## src/rtl/agc_pkg.sv

```systemverilog
// ---------------------------------------------------------------------------
// agc_pkg
// Shared definitions for the AGC loop and its PWM generator:
//   - agc_state_t : loop FSM state encoding (IDLE / TRACK / LOCK)
//   - step_size() : decodes the 2-bit pwm_step code into a step of 1/2/4/8
//   - TH_INIT_DEF / LOCK_CNT_DEF : default threshold and lock depth
// ---------------------------------------------------------------------------
package agc_pkg;

   localparam int TH_INIT_DEF  = 64;
   localparam int LOCK_CNT_DEF = 4;

   typedef enum logic [1:0] {
      ST_IDLE  = 2'd0,
      ST_TRACK = 2'd1,
      ST_LOCK  = 2'd2
   } agc_state_t;

   // Step code is a shift amount: 0->1, 1->2, 2->4, 3->8.
   function automatic logic [3:0] step_size(input logic [1:0] code);
      return 4'd1 << code;
   endfunction

endpackage

```

## src/rtl/pwm_core.sv

```systemverilog
// ---------------------------------------------------------------------------
// pwm_core
// Free-running 2**TH_WID-count PWM with a period-aligned shadow threshold.
// Ports:
//   clk, reset_n : clock, synchronous active-low reset
//   th_init      : shadow threshold value loaded while in reset
//   th_w         : working threshold from the loop, sampled at period start
//   pwm_ena      : output enable; counters are held at 0 while low
//   pwm_inv      : output polarity inversion
//   pwm_out      : registered PWM waveform
//   pwm_th_out   : threshold applied to the current period
// ---------------------------------------------------------------------------
module pwm_core #(
   parameter int TH_WID   = 7,
   parameter int PRESCALE = 1
) (
   input  logic              clk,
   input  logic              reset_n,
   input  logic [TH_WID-1:0] th_init,
   input  logic [TH_WID-1:0] th_w,
   input  logic              pwm_ena,
   input  logic              pwm_inv,
   output logic              pwm_out,
   output logic [TH_WID-1:0] pwm_th_out
);

   localparam int PSC_W = (PRESCALE > 1) ? $clog2(PRESCALE) : 1;

   logic [PSC_W-1:0]  psc;
   logic [TH_WID-1:0] cnt;
   logic              tick;
   logic              load;
   logic [TH_WID-1:0] th_cmp;
   logic              raw;

   assign tick = (psc == PSC_W'(PRESCALE - 1));
   // Period start: first prescale tick of counter value 0.
   assign load = (cnt == '0) && (psc == '0);
   // Compare against the value being loaded so the whole new period
   // (including count 0) uses the new threshold.
   assign th_cmp = load ? th_w : pwm_th_out;
   assign raw    = (cnt < th_cmp);

   always_ff @(posedge clk) begin
      if (!reset_n) begin
         psc        <= '0;
         cnt        <= '0;
         pwm_out    <= 1'b0;
         pwm_th_out <= th_init;
      end else begin
         if (load) begin
            pwm_th_out <= th_w;
         end
         if (!pwm_ena) begin
            psc     <= '0;
            cnt     <= '0;
            pwm_out <= 1'b0;
         end else begin
            pwm_out <= raw ^ pwm_inv;
            if (tick) begin
               psc <= '0;
               cnt <= cnt + TH_WID'(1);
            end else begin
               psc <= psc + PSC_W'(1);
            end
         end
      end
   end

endmodule

```

## src/rtl/agc_pwm_gen.sv

```systemverilog
// ---------------------------------------------------------------------------
// agc_pwm_gen
// AGC loop controller: steps a threshold toward a target power window on
// each power estimate strobe and drives a PWM toward the gain RC filter.
// Ports:
//   clk, reset_n   : clock, synchronous active-low reset
//   pwr_est_dB     : power estimate (dB code), valid when pwr_est_end=1
//   pwr_est_end    : one-cycle strobe qualifying pwr_est_dB
//   agc_en         : loop enable
//   pwr_target     : window centre; pwr_hyst : window half-width
//   pwm_step       : step size code (1/2/4/8)
//   pwm_ena/inv    : PWM enable and polarity
//   pwm_th_ena/in  : manual threshold override and its value
//   pwm_max_val    : upper clamp on the threshold
//   pwm_out        : PWM waveform
//   pwm_th_out     : threshold applied to the current PWM period
//   agc_fix        : loop locked
// The FSM state is held in fsm_state (agc_state_t) for observation.
// ---------------------------------------------------------------------------
module agc_pwm_gen
   import agc_pkg::*;
#(
   parameter int PWR_WID  = 9,
   parameter int TH_WID   = 7,
   parameter int TH_INIT  = TH_INIT_DEF,
   parameter int LOCK_CNT = LOCK_CNT_DEF,
   parameter int PRESCALE = 1
) (
   input  logic               clk,
   input  logic               reset_n,
   input  logic [PWR_WID-1:0] pwr_est_dB,
   input  logic               pwr_est_end,
   input  logic               agc_en,
   input  logic [PWR_WID-1:0] pwr_target,
   input  logic [3:0]         pwr_hyst,
   input  logic [1:0]         pwm_step,
   input  logic               pwm_ena,
   input  logic               pwm_inv,
   input  logic               pwm_th_ena,
   input  logic [TH_WID-1:0]  pwm_th_in,
   input  logic [TH_WID-1:0]  pwm_max_val,
   output logic               pwm_out,
   output logic [TH_WID-1:0]  pwm_th_out,
   output logic               agc_fix
);

   localparam int LCNT_W = $clog2(LOCK_CNT + 1);
   localparam logic [PWR_WID:0] PWR_MAX = {1'b0, {PWR_WID{1'b1}}};

   agc_state_t        fsm_state, state_n;
   logic [TH_WID-1:0] th_w, th_n;
   logic [LCNT_W-1:0] lcnt, lcnt_n;

   logic [TH_WID-1:0] th_init;
   logic [TH_WID-1:0] th_ovr;
   logic [PWR_WID:0]  win_lo, win_hi, hi_sum, est_x;
   logic [TH_WID:0]   step, th_sum;
   logic [TH_WID-1:0] th_up, th_dn;
   logic              est_hi, est_lo;
   logic [LCNT_W-1:0] lcnt_inc;

   assign th_init = (TH_WID'(TH_INIT) > pwm_max_val) ? pwm_max_val : TH_WID'(TH_INIT);
   assign th_ovr  = (pwm_th_in > pwm_max_val) ? pwm_max_val : pwm_th_in;

   // Lock window computed one bit wider so neither bound wraps.
   assign hi_sum = {1'b0, pwr_target} + (PWR_WID+1)'(pwr_hyst);
   assign win_hi = (hi_sum > PWR_MAX) ? PWR_MAX : hi_sum;
   assign win_lo = ({1'b0, pwr_target} >= (PWR_WID+1)'(pwr_hyst))
                   ? ({1'b0, pwr_target} - (PWR_WID+1)'(pwr_hyst)) : '0;
   assign est_x  = {1'b0, pwr_est_dB};
   assign est_hi = (est_x > win_hi);
   assign est_lo = (est_x < win_lo);

   // Saturating step in both directions.
   assign step   = (TH_WID+1)'(step_size(pwm_step));
   assign th_sum = {1'b0, th_w} + step;
   assign th_up  = (th_sum > {1'b0, pwm_max_val}) ? pwm_max_val : th_sum[TH_WID-1:0];
   assign th_dn  = ({1'b0, th_w} < step) ? '0 : (th_w - step[TH_WID-1:0]);

   assign lcnt_inc = lcnt + LCNT_W'(1);

   always_ff @(posedge clk) begin
      if (!reset_n) begin
         fsm_state <= ST_IDLE;
         th_w      <= th_init;
         lcnt      <= '0;
         agc_fix   <= 1'b0;
      end else begin
         fsm_state <= state_n;
         th_w      <= th_n;
         lcnt      <= lcnt_n;
         agc_fix   <= (state_n == ST_LOCK);
      end
   end

   always_comb begin
      state_n = fsm_state;
      th_n    = th_w;
      lcnt_n  = lcnt;

      if (!agc_en || pwm_th_ena) begin
         state_n = ST_IDLE;
         lcnt_n  = '0;
         if (pwm_th_ena) begin
            th_n = th_ovr;
         end
      end else begin
         case (fsm_state)
            ST_IDLE: begin
               state_n = ST_TRACK;
            end
            ST_TRACK: begin
               if (pwr_est_end) begin
                  if (est_hi) begin
                     th_n   = th_dn;
                     lcnt_n = '0;
                  end else if (est_lo) begin
                     th_n   = th_up;
                     lcnt_n = '0;
                  end else begin
                     lcnt_n = lcnt_inc;
                     if (lcnt_inc == LCNT_W'(LOCK_CNT)) begin
                        state_n = ST_LOCK;
                     end
                  end
               end
            end
            ST_LOCK: begin
               if (pwr_est_end && (est_hi || est_lo)) begin
                  state_n = ST_TRACK;
                  lcnt_n  = '0;
                  th_n    = est_hi ? th_dn : th_up;
               end
            end
            default: begin
               state_n = ST_IDLE;
               lcnt_n  = '0;
            end
         endcase
      end

      // A lowered ceiling wins over hold and over any same-cycle step;
      // the override value is already limited to the ceiling.
      if (!pwm_th_ena && (th_w > pwm_max_val)) begin
         th_n = pwm_max_val;
      end
   end

   pwm_core #(
      .TH_WID   (TH_WID),
      .PRESCALE (PRESCALE)
   ) u_pwm_core (
      .clk        (clk),
      .reset_n    (reset_n),
      .th_init    (th_init),
      .th_w       (th_w),
      .pwm_ena    (pwm_ena),
      .pwm_inv    (pwm_inv),
      .pwm_out    (pwm_out),
      .pwm_th_out (pwm_th_out)
   );

endmodule
```

## config.mk

```make
export PLATFORM = sky130hd
export DESIGN_NAME = agc_pwm_gen
export DESIGN_NICKNAME = d
export VERILOG_FILES = /design/src/rtl/agc_pkg.sv /design/src/rtl/pwm_core.sv /design/src/rtl/agc_pwm_gen.sv
export SDC_FILE = /design/constraint.sdc
export NUM_CORES = 1
export LEC_CHECK = 0
export ABC_AREA = 0
export BUFFER_PORTS_ARGS = -buffer_cell sky130_fd_sc_hd__buf_2
export CAP_MARGIN = 20
export CORE_MARGIN = 2
export CORE_UTILIZATION = 35
export CTS_BUF_LIST = sky130_fd_sc_hd__clkbuf_16
export DETAILED_ROUTE_END_ITERATION = 6
export HOLD_SLACK_MARGIN = 0.15
export PLACE_DENSITY = 0.53
export SYNTH_ARGS = -nofsm -noshare
export SYNTH_HDL_FRONTEND = slang
export SYNTH_SLANG_ARGS = --single-unit
```

## constraint.sdc

```tcl
create_clock -name clk -period 8.3 [get_ports clk]
set_input_delay 0.83 -clock clk [delete_from_list [all_inputs] [get_ports clk]]
set_output_delay 0.83 -clock clk [all_outputs]
set_load 0.05 [all_outputs]
```

==> results of run 1 <==
==> metal layers <==
metal | vias to the layer above | wire length, µm | track usage, %
met5 | - | 0 | 0
met4 | 0 | 135 | 4.15
met3 | 10 | 715 | 3.57
met2 | 97 | 4390 | 29.9
met1 | 1507 | 4100 | 22.0
li1 | 1665 | - | -
==> flip-flops by register name, summed over array words and instances, names as in the netlist <==
name / cells
agc_fix: 1
lcnt: 3
u_pwm_core.psc: 1
th_w: 7
u_pwm_core.cnt: 7
fsm_state: 2
u_pwm_core.pwm_th_out: 7
u_pwm_core.pwm_out: 1
==> worst reg2reg max path: stages (launching register included) <==
cell and delay (ns):
edfxtp_1 0.45, ha_1 0.24, fa_1 0.41, a21o_1 0.18
a21oi_1 0.25, xnor2_1 0.20, ha_1 0.29, nand4_1 0.13
a21oi_1 0.06, nor4_1 0.34, a2bb2oi_1 0.54, nor3b_1 0.50
a22oi_1 0.17, o21ai_1 0.11
==> through the flow <==
stage                     setup slack (ns)  cell area (µm²)
after detailed placement              3.52             3900
after global placement                3.62             3900
after CTS                             3.77             4040
after global routing                  3.34             4040
final                                 3.80             4040
after floorplan                       4.04             3540
==> layout make-up <==
cell class	count	area share, %
multi-input cells	354	66.7
flip-flops and latches	29	16.1
repair buffers	53	6.57
well taps	133	4.12
clock buffers	5	3.10
inverters	33	3.07
clock inverters	3	0.279
==> Yosys cell counts, drive strengths merged (6+ instances only) <==
master,instances,area [µm²]
dfxtp,22,440
nand2,30,113
buf,6,51.3
xor2,16,140
nand4,8,50.1
mux2i,10,100
a21oi,16,80.1
ha,64,801
o21ai,14,70.1
inv,32,120
nor2b,12,75.1
nor3,14,86.3
xnor2,9,78.8
a21o,8,60.1
a211oi,6,45.0
nand2b,11,68.8
edfxtp,7,210
nor2,37,139
nand3,15,75.1
==> worst max path at each step <==
stage                 from      end  slack, ns  cells past startpoint
3_5_place_dp   pwr_hyst[1]  th_w[1]       3.52                     18
6_report       pwr_hyst[1]  th_w[2]       3.80                     18
2_1_floorplan  pwr_hyst[1]  th_w[0]       4.04                     19
3_3_place_gp   pwr_hyst[1]  th_w[1]       3.62                     18
5_1_grt        pwr_hyst[1]  th_w[2]       3.34                     18
4_1_cts        pwr_hyst[1]  th_w[1]       3.77                     18
==> cell families after synthesis <==
| family | after synthesis | share of synthesized area, % |
|---|---|---|
| flip-flops | 29 | 18.4 |
| AND/OR/NAND/NOR | 151 | 22.0 |
| AO/OA/AOI/OAI | 97 | 19.6 |
| multiplexers | 12 | 3.47 |
| other | 1 | 0.106 |
| XOR/XNOR | 25 | 6.19 |
| buffers and inverters | 43 | 5.38 |
| adder cells (fa/ha/maj) | 68 | 24.9 |
==> where the power goes <==
group / internal [mW] / total [mW] / switching (mW)
sequential: 0.162 / 0.183 / 0.0209
clock: 0.107 / 0.163 / 0.0562
combinational: 0.126 / 0.306 / 0.180
==> results.yml, run 1 <==
detailed_routing:
  drt-pass1-iter-count: 5
  vias_per_cell: 5.38
  wl_per_cell_um: 15.3
  ant_nets: 0
  route.detailed.drc: 0
  vias: 3279
  drt_iter0_drc: 151
  totalWireLength_mm: 9.35
grt:
  gr-total-overflow: 0
  grt_max_degree: 16
  antenna_found_initial: 0
  grt_util_all_layers_pct: 17.3
  grt_pass1_wl_mm: 15.3
  grt_pass1_vias: 3220
setup_path:
  worst_r2r_path_depth: 13
  reg2reg_slack_ns: 4.27
  end_kind: "register"
  cp_slowest_cell: "nor3b_1"
  cp.arrival_ns: 4.43
  critical_path_class: "primary input to register"
  worstPathCellList: "buf_2 -> inv_1 -> ha_1 -> nor2b_1 -> o21a_1 -> nor2_1 -> nor2_1 -> nor2_1 -> nor3b_1 -> nor2_1 -> ha_1 -> a211o_1 -> o211ai_1 -> nand4b_1 -> and2_1 -> a211o_1 -> nand4_1 -> nand3_1"
  critPathLaunchType: "primary input"
  worstPathMaxFanout: 9
  critPathTopFamily: "simple AND/OR/NAND/NOR gates"
  reg2reg_to: "th_w[1]"
  worstPathRequired_ns: 8.23
  critPathMaxStageDelay_ns: 0.59
  crit_top_cell: "nor2_1"
  crit_buf_inv: 2
  r2r-start: "th_w[0]"
cells_and_area:
  drive_above_1_share_pct: 14.7
  most-common-layout-cells: "ha_1 (64), buf_2 (53), nor2_1 (37)"
  nets: 589
  diodes: 0
  mostFrequentLayoutCell: "ha_1"
  final_core_util_pct: 41.3
  syn2layout_area_growth_pct: 14.2
  final-instance-count-excl-fill: 610
  regArea_um2: 651
  multiInputGateArea_um2: 2700
  n_fill_cell: 998
logic_synthesis:
  syn_nets: 539
  async_reset_ff_share_pct: 0
  synth_enable_flop_cells: 7
  synth_cell_types: 65
  ys.flop_type: "dfxtp_1"
  ys_seq_area_share_pct: 18.4
  yosysWarnings: 0
  synth_cells: 426
  synth_area_per_cell_um2: 8.30
  ys_ff_latch: 29
  syn_area_um2: 3540
worst_hold_path:
  hold_depth: 1
  hp-class: "register to register"
  hold_end: "lcnt[1]"
  hp-start: "lcnt[1]"
timing:
  fin_crit_sh_pct: 54.2
  finalClockSkew_ns: 0.00567
  setup-violations-final: 0
  rsz0062_at_grt: "false"
  finalHoldViolCount: 0
  holdWs_ns: 0.521
  finalMaxSlewViolations: 0
  maxSlewHeadroom_pct: 53.6
  tns_ns: 0
  fmax_mhz: 222
  fin_crit_ns: 4.50
  worst_pin_slew_ns: 0.694
floorplan:
  dieArea_um2: 10900
  rows: 36
  die_h_um: 105
  dieWidth_um: 105
  start_util_pct: 36.2
  core_um2: 9770
  ios: 54
clock_tree:
  clk_pin_slew_worst_paths_ns: 0.05
  post_cts_buffers: 0
  cts_sinks: 29
  cts_tree: "yes"
  ctsHtreeMaxLevel: 2
  clk_latency_ns: 0.27
  post_cts_resized: 0
  cts-root-buf: "clkbuf_16"
  numCtsBuffers: 5
  ctsHoldBuffers: 0
  clock_path_buffers: 2
place:
  place.gp.congestion: 0.859
  dp_hpwl_mm: 7.99
  port_buffers: 53
  place_inst: 602
status:
  status: "completed"
power:
  p_leak_nw: 1.93
  peakVddDrop_v: 0.0000850
  power.total_uw: 652
  p_per_area_nw_per_um2: 161
job:
  maxCapViolations: 0
(Power assumes the default switching activity.)
==> run 2: changes to the inputs <==
==> constraint.sdc (replaced) <==
create_clock -name clk -period 4.3 [get_ports clk]
set_input_delay 0.43 -clock clk [delete_from_list [all_inputs] [get_ports clk]]
set_output_delay 0.43 -clock clk [all_outputs]
set_load 0.05 [all_outputs]
==> run 2 against run 1 <==
- clock skew increased by 0.0021 ns
- flip-flop and latch count unchanged
- global-route usage decreased by 0.42 points
- combinational power increased by 95%
- sequential power increased by 93%
- final area increased by 1.3%
- die area unchanged
- hold slack got worse by 0.066 ns
- via count decreased by 1.3%
- non-clock buffer count increased by 4
- cell count increased by 0.66%
- critical path type unchanged
- critical endpoint is now th_w[4]
- largest cell class unchanged
- highest routed layer unchanged
==> results.yml, run 2 (synthesis gave the netlist of run 1 again) <==
timing:
  rsz0062_at_grt: "false"
  fin_crit_sh_pct: 88.0
  finalHoldViolCount: 0
  finalMaxSlewViolations: 0
  tns_ns: 0
  maxSlewHeadroom_pct: 65.5
  setup-violations-final: 0
  finalClockSkew_ns: 0.00775
  fin_crit_ns: 3.78
  worst_pin_slew_ns: 0.516
  fmax_mhz: 264
cells_and_area:
  final_area_um2: 4090
  most-common-layout-cells: "ha_1 (64), buf_2 (53), nor2_1 (37)"
  mostFrequentLayoutCell: "ha_1"
  diodes: 0
  drive_above_1_share_pct: 15.6
  nets: 593
  top_regs: "th_w: 7 flops, u_pwm_core.cnt: 7 flops, u_pwm_core.pwm_th_out: 7 flops"
  syn2layout_area_growth_pct: 15.6
place:
  port_buffers: 53
  place.gp.congestion: 0.907
  placed_area_um2: 3930
  dp_hpwl_mm: 7.95
grt:
  grt_pass1_vias: 3087
  grt_util_all_layers_pct: 16.9
  grt_max_degree: 16
  grt_pass1_wl_mm: 15.0
  antenna_found_initial: 0
  gr-total-overflow: 0
detailed_routing:
  drt_iter0_drc: 162
  wl_per_cell_um: 15.2
  totalWireLength_mm: 9.31
  ant_nets: 0
  route.detailed.drc: 0
  vias_per_cell: 5.27
  drt-pass1-iter-count: 4
  vias: 3237
floorplan:
  start_util_pct: 36.2
  die_h_um: 105
  core_um2: 9770
  ios: 54
  dieWidth_um: 105
  rows: 36
  dieArea_um2: 10900
clock_tree:
  cts_sinks: 29
  clk_pin_slew_worst_paths_ns: 0.05
  post_cts_resized: 0
  cts-root-buf: "clkbuf_16"
  cts_tree: "yes"
  clk_latency_ns: 0.27
  numCtsBuffers: 5
  clock_path_buffers: 2
  ctsHtreeMaxLevel: 2
  ctsHoldBuffers: 0
  post_cts_buffers: 0
setup_path:
  end_kind: "register"
  critPathLaunchType: "primary input"
  reg2reg_slack_ns: 0.55
  cp.arrival_ns: 3.72
  crit_top_cell: "nor2_1"
  worstPathCellList: "buf_2 -> inv_1 -> ha_1 -> nor2b_1 -> o21a_1 -> nor2_1 -> nor2_1 -> nor2_1 -> nor3b_1 -> buf_4 -> nor2_1 -> ha_1 -> and3_1 -> a211oi_1 -> a41oi_1 -> and2_1 -> a211o_1 -> nand4_1 -> nand3_1"
  worstPathRequired_ns: 4.24
  crit_buf_inv: 3
  critical_path_class: "primary input to register"
  critPathTopFamily: "simple AND/OR/NAND/NOR gates"
  critPathMaxStageDelay_ns: 0.34
  cp_slowest_cell: "a211o_1"
  worstPathMaxFanout: 9
power:
  p_per_area_nw_per_um2: 321
  peakVddDrop_v: 0.000150
  p_leak_nw: 1.96
job:
  maxCapViolations: 0
status:
  status: "completed"
worst_hold_path:
  hp-class: "primary input to register"
==> run 2: worst paths after layout <==
path,from,to,depth (start not counted)
max,pwr_hyst[1],th_w[4],19
min,pwm_inv,u_pwm_core.pwm_out,3
max reg2reg,th_w[0],th_w[1],14
min reg2reg,lcnt[1],lcnt[1],1
==> run 2: cell type report <==
type                       instances  area [µm²]
clock buffer                       6         150
sequential                        29         651
multi-input combinational        354        2700
clock inverter                     2        7.51
fill                            1040        5690
timing repair buffer              57         295
tap                              133         166
inverter                          33         124
==> run 2: tightest hold or removal path, stage by stage <==
cell    delay (ns)
buf_2         0.09
and3_1        0.13
nor3_1        0.04
==> run 2: report_power, final <==
| group | switching [mW] | internal (mW) |
|---|---|---|
| logic | 0.347 | 0.251 |
| clock network | 0.116 | 0.245 |
| registers | 0.0420 | 0.312 |
==> run 2: metal layers <==
layer	track usage [%]	routed length [µm]	vias to the layer above	part of all wire, %
li1	-	-	1669	-
met1	22.3	4410	1484	47
met2	29.4	4340	78	47
met3	2.63	494	6	5.3
met4	2.61	61	0	0.66
met5	0	0	-	0
==> run 2: metrics by stage <==
| stage | utilization [%] | power (mW) | instances | setup slack (ns) | hold slack [ns] |
|---|---|---|---|---|---|
| after floorplan | - | 0.784 | 426 | 0.444 | 0.481 |
| after global routing | 41.8 | 1.41 | 614 | 0.151 | 0.451 |
| final | 41.8 | 1.31 | 614 | 0.518 | 0.455 |
| after global placement | 40.2 | 0.945 | 606 | 0.229 | 0.507 |
| after CTS | 41.8 | 1.32 | 614 | 0.464 | 0.447 |
| after detailed placement | 40.2 | 0.954 | 606 | 0.198 | 0.509 |
==> run 3: changes to the inputs <==
--- a/config.mk
+++ b/config.mk
@@ -8,11 +8,11 @@
 export ABC_AREA = 0
 export BUFFER_PORTS_ARGS = -buffer_cell sky130_fd_sc_hd__buf_2
 export CAP_MARGIN = 20
-export CORE_MARGIN = 2
 export CORE_UTILIZATION = 35
 export CTS_BUF_LIST = sky130_fd_sc_hd__clkbuf_16
 export DETAILED_ROUTE_END_ITERATION = 6
 export HOLD_SLACK_MARGIN = 0.15
+export MAX_ROUTING_LAYER = met4
 export PLACE_DENSITY = 0.53
 export SYNTH_ARGS = -nofsm -noshare
 export SYNTH_HDL_FRONTEND = slang
==> run 3 against run 2 <==
- critical path depth shrank 5
- combinational power is essentially flat
- non-clock buffer count is the same
- global-route usage grew 1.5 points
- final area shrank 0.61%
- routed wire length shrank 2.2%
- utilization shrank 0.26 points
- first-iteration DRC count shrank 23%
- power shrank 3.6%
- largest cell class unchanged
- largest power group unchanged
- highest routed layer unchanged
==> results.yml, run 3 (synthesis gave the netlist of run 1 again) <==
status:
  status: "completed"
clock_tree:
  post_cts_buffers: 0
  clock_path_buffers: 2
  clk_latency_ns: 0.27
  cts_tree: "yes"
  ctsHtreeMaxLevel: 2
  ctsHoldBuffers: 0
  post_cts_resized: 0
  numCtsBuffers: 5
  cts-root-buf: "clkbuf_16"
  cts_sinks: 29
  clk_pin_slew_worst_paths_ns: 0.05
timing:
  fmax_mhz: 264
  finalClockSkew_ns: 0.00258
  setup-violations-final: 0
  tns_ns: 0
  maxSlewHeadroom_pct: 65.8
  rsz0062_at_grt: "false"
  finalHoldViolCount: 0
  worst_pin_slew_ns: 0.512
  fin_crit_ns: 3.78
  finalMaxSlewViolations: 0
  fin_crit_sh_pct: 88.0
grt:
  grt_pass1_vias: 3111
  grt_pass1_wl_mm: 14.7
  gr-total-overflow: 0
  grt_max_degree: 16
  grt_util_all_layers_pct: 18.4
  antenna_found_initial: 0
power:
  p_leak_nw: 1.94
  swShare_pct: 39.2
  power_frac_comb_pct: 47.3
  seq_power_share_pct: 27.9
  clkPwrFrac_pct: 24.8
  power_switching_uw: 496
  peakVddDrop_v: 0.000156
  p_per_area_nw_per_um2: 311
  cellInternalPower_uw: 769
setup_path:
  cp.arrival_ns: 3.91
  critPathTopFamily: "simple AND/OR/NAND/NOR gates"
  worstPathMaxFanout: 6
  worstPathCellList: "ha_1 -> fa_1 -> a21o_1 -> a21oi_1 -> xnor2_1 -> ha_1 -> nand4_1 -> a21oi_1 -> nor4_1 -> a2bb2oi_1 -> buf_4 -> nor3b_1 -> a32oi_1 -> nand3_1"
  end_kind: "register"
  critPathLaunchType: "register"
  crit_buf_inv: 1
  critPathMaxStageDelay_ns: 0.46
  cp_slowest_cell: "edfxtp_1"
  crit_start: "th_w[0]"
  critical_path_class: "register to register"
  r2r-start: "th_w[0]"
  worstPathRequired_ns: 4.42
  reg2reg_slack_ns: 0.52
cells_and_area:
  top_regs: "th_w: 7 flops, u_pwm_core.cnt: 7 flops, u_pwm_core.pwm_th_out: 7 flops"
  drive_above_1_share_pct: 15.4
  nets: 593
  syn2layout_area_growth_pct: 14.9
  final-instance-count-excl-fill: 613
  most-common-layout-cells: "ha_1 (64), buf_2 (53), nor2_1 (37)"
  mostFrequentLayoutCell: "ha_1"
  n_fill_cell: 1047
  multiInputGateArea_um2: 2700
  diodes: 0
  regArea_um2: 651
place:
  place.gp.congestion: 0.947
  place_inst: 606
  dp_hpwl_mm: 7.74
  port_buffers: 53
worst_hold_path:
  hp-start: "pwm_max_val[5]"
  hp-class: "primary input to register"
floorplan:
  dieArea_um2: 10500
  start_util_pct: 36.2
  rows: 36
  core_um2: 9770
  dieWidth_um: 103
  ios: 54
  die_h_um: 103
detailed_routing:
  totalWireLength_mm: 9.10
  vias: 3306
  wl_per_cell_um: 14.8
  vias_per_cell: 5.39
  route.detailed.drc: 0
  drt_iter0_drc: 124
  drt-pass1-iter-count: 4
  ant_nets: 0
job:
  maxCapViolations: 0
-- run 3: metrics by stage --
| stage | total power, mW | cell area, µm² | hold WS, ns | worst slack [ns] | utilization [%] |
|---|---|---|---|---|---|
| 2_1_floorplan | 0.784 | 3540 | 0.481 | 0.444 | - |
| 3_3_place_gp | 0.947 | 3930 | 0.496 | 0.220 | 40.2 |
| 3_5_place_dp | 0.949 | 3930 | 0.511 | 0.226 | 40.2 |
| 4_1_cts | 1.27 | 4060 | 0.450 | 0.503 | 41.6 |
| 5_1_grt | 1.36 | 4060 | 0.453 | 0.222 | 41.6 |
| 6_report | 1.27 | 4060 | 0.456 | 0.517 | 41.6 |
-- run 3: path summary, 6_finish.rpt --
path | end | depth (start not counted)
worst max-delay path | th_w[3] | 14
worst min-delay path | u_pwm_core.pwm_th_out[5] | 2
worst max register to register | th_w[3] | 14
worst min register to register | lcnt[1] | 1
-- run 3: cell type report --
class / count / share of cell area [%]
clock buffers: 5 / 3.08
clock inverters: 2 / 0.185
inverters: 33 / 3.05
multi-input cells: 354 / 66.3
flip-flops and latches: 29 / 16.0
well taps: 133 / 4.09
repair buffers: 57 / 7.27
-- run 3: routing by layer --
| layer | up-vias | track usage, % | part of all wire (%) |
|---|---|---|---|
| li1 | 1666 | - | - |
| met1 | 1501 | 23.6 | 46 |
| met2 | 116 | 30.5 | 46 |
| met3 | 23 | 2.10 | 5.8 |
| met4 | 0 | 5.38 | 2.2 |
| met5 | - | - | 0 |
-- run 3: power by group through the flow --
stage                     Combinational (mW)  Clock (mW)  Sequential, mW
final                                  0.598       0.314           0.353
after global routing                   0.671       0.336           0.357
after CTS                              0.596       0.323           0.353
after detailed placement               0.591           0           0.358
after global placement                 0.589           0           0.358
after floorplan                        0.412           0           0.372
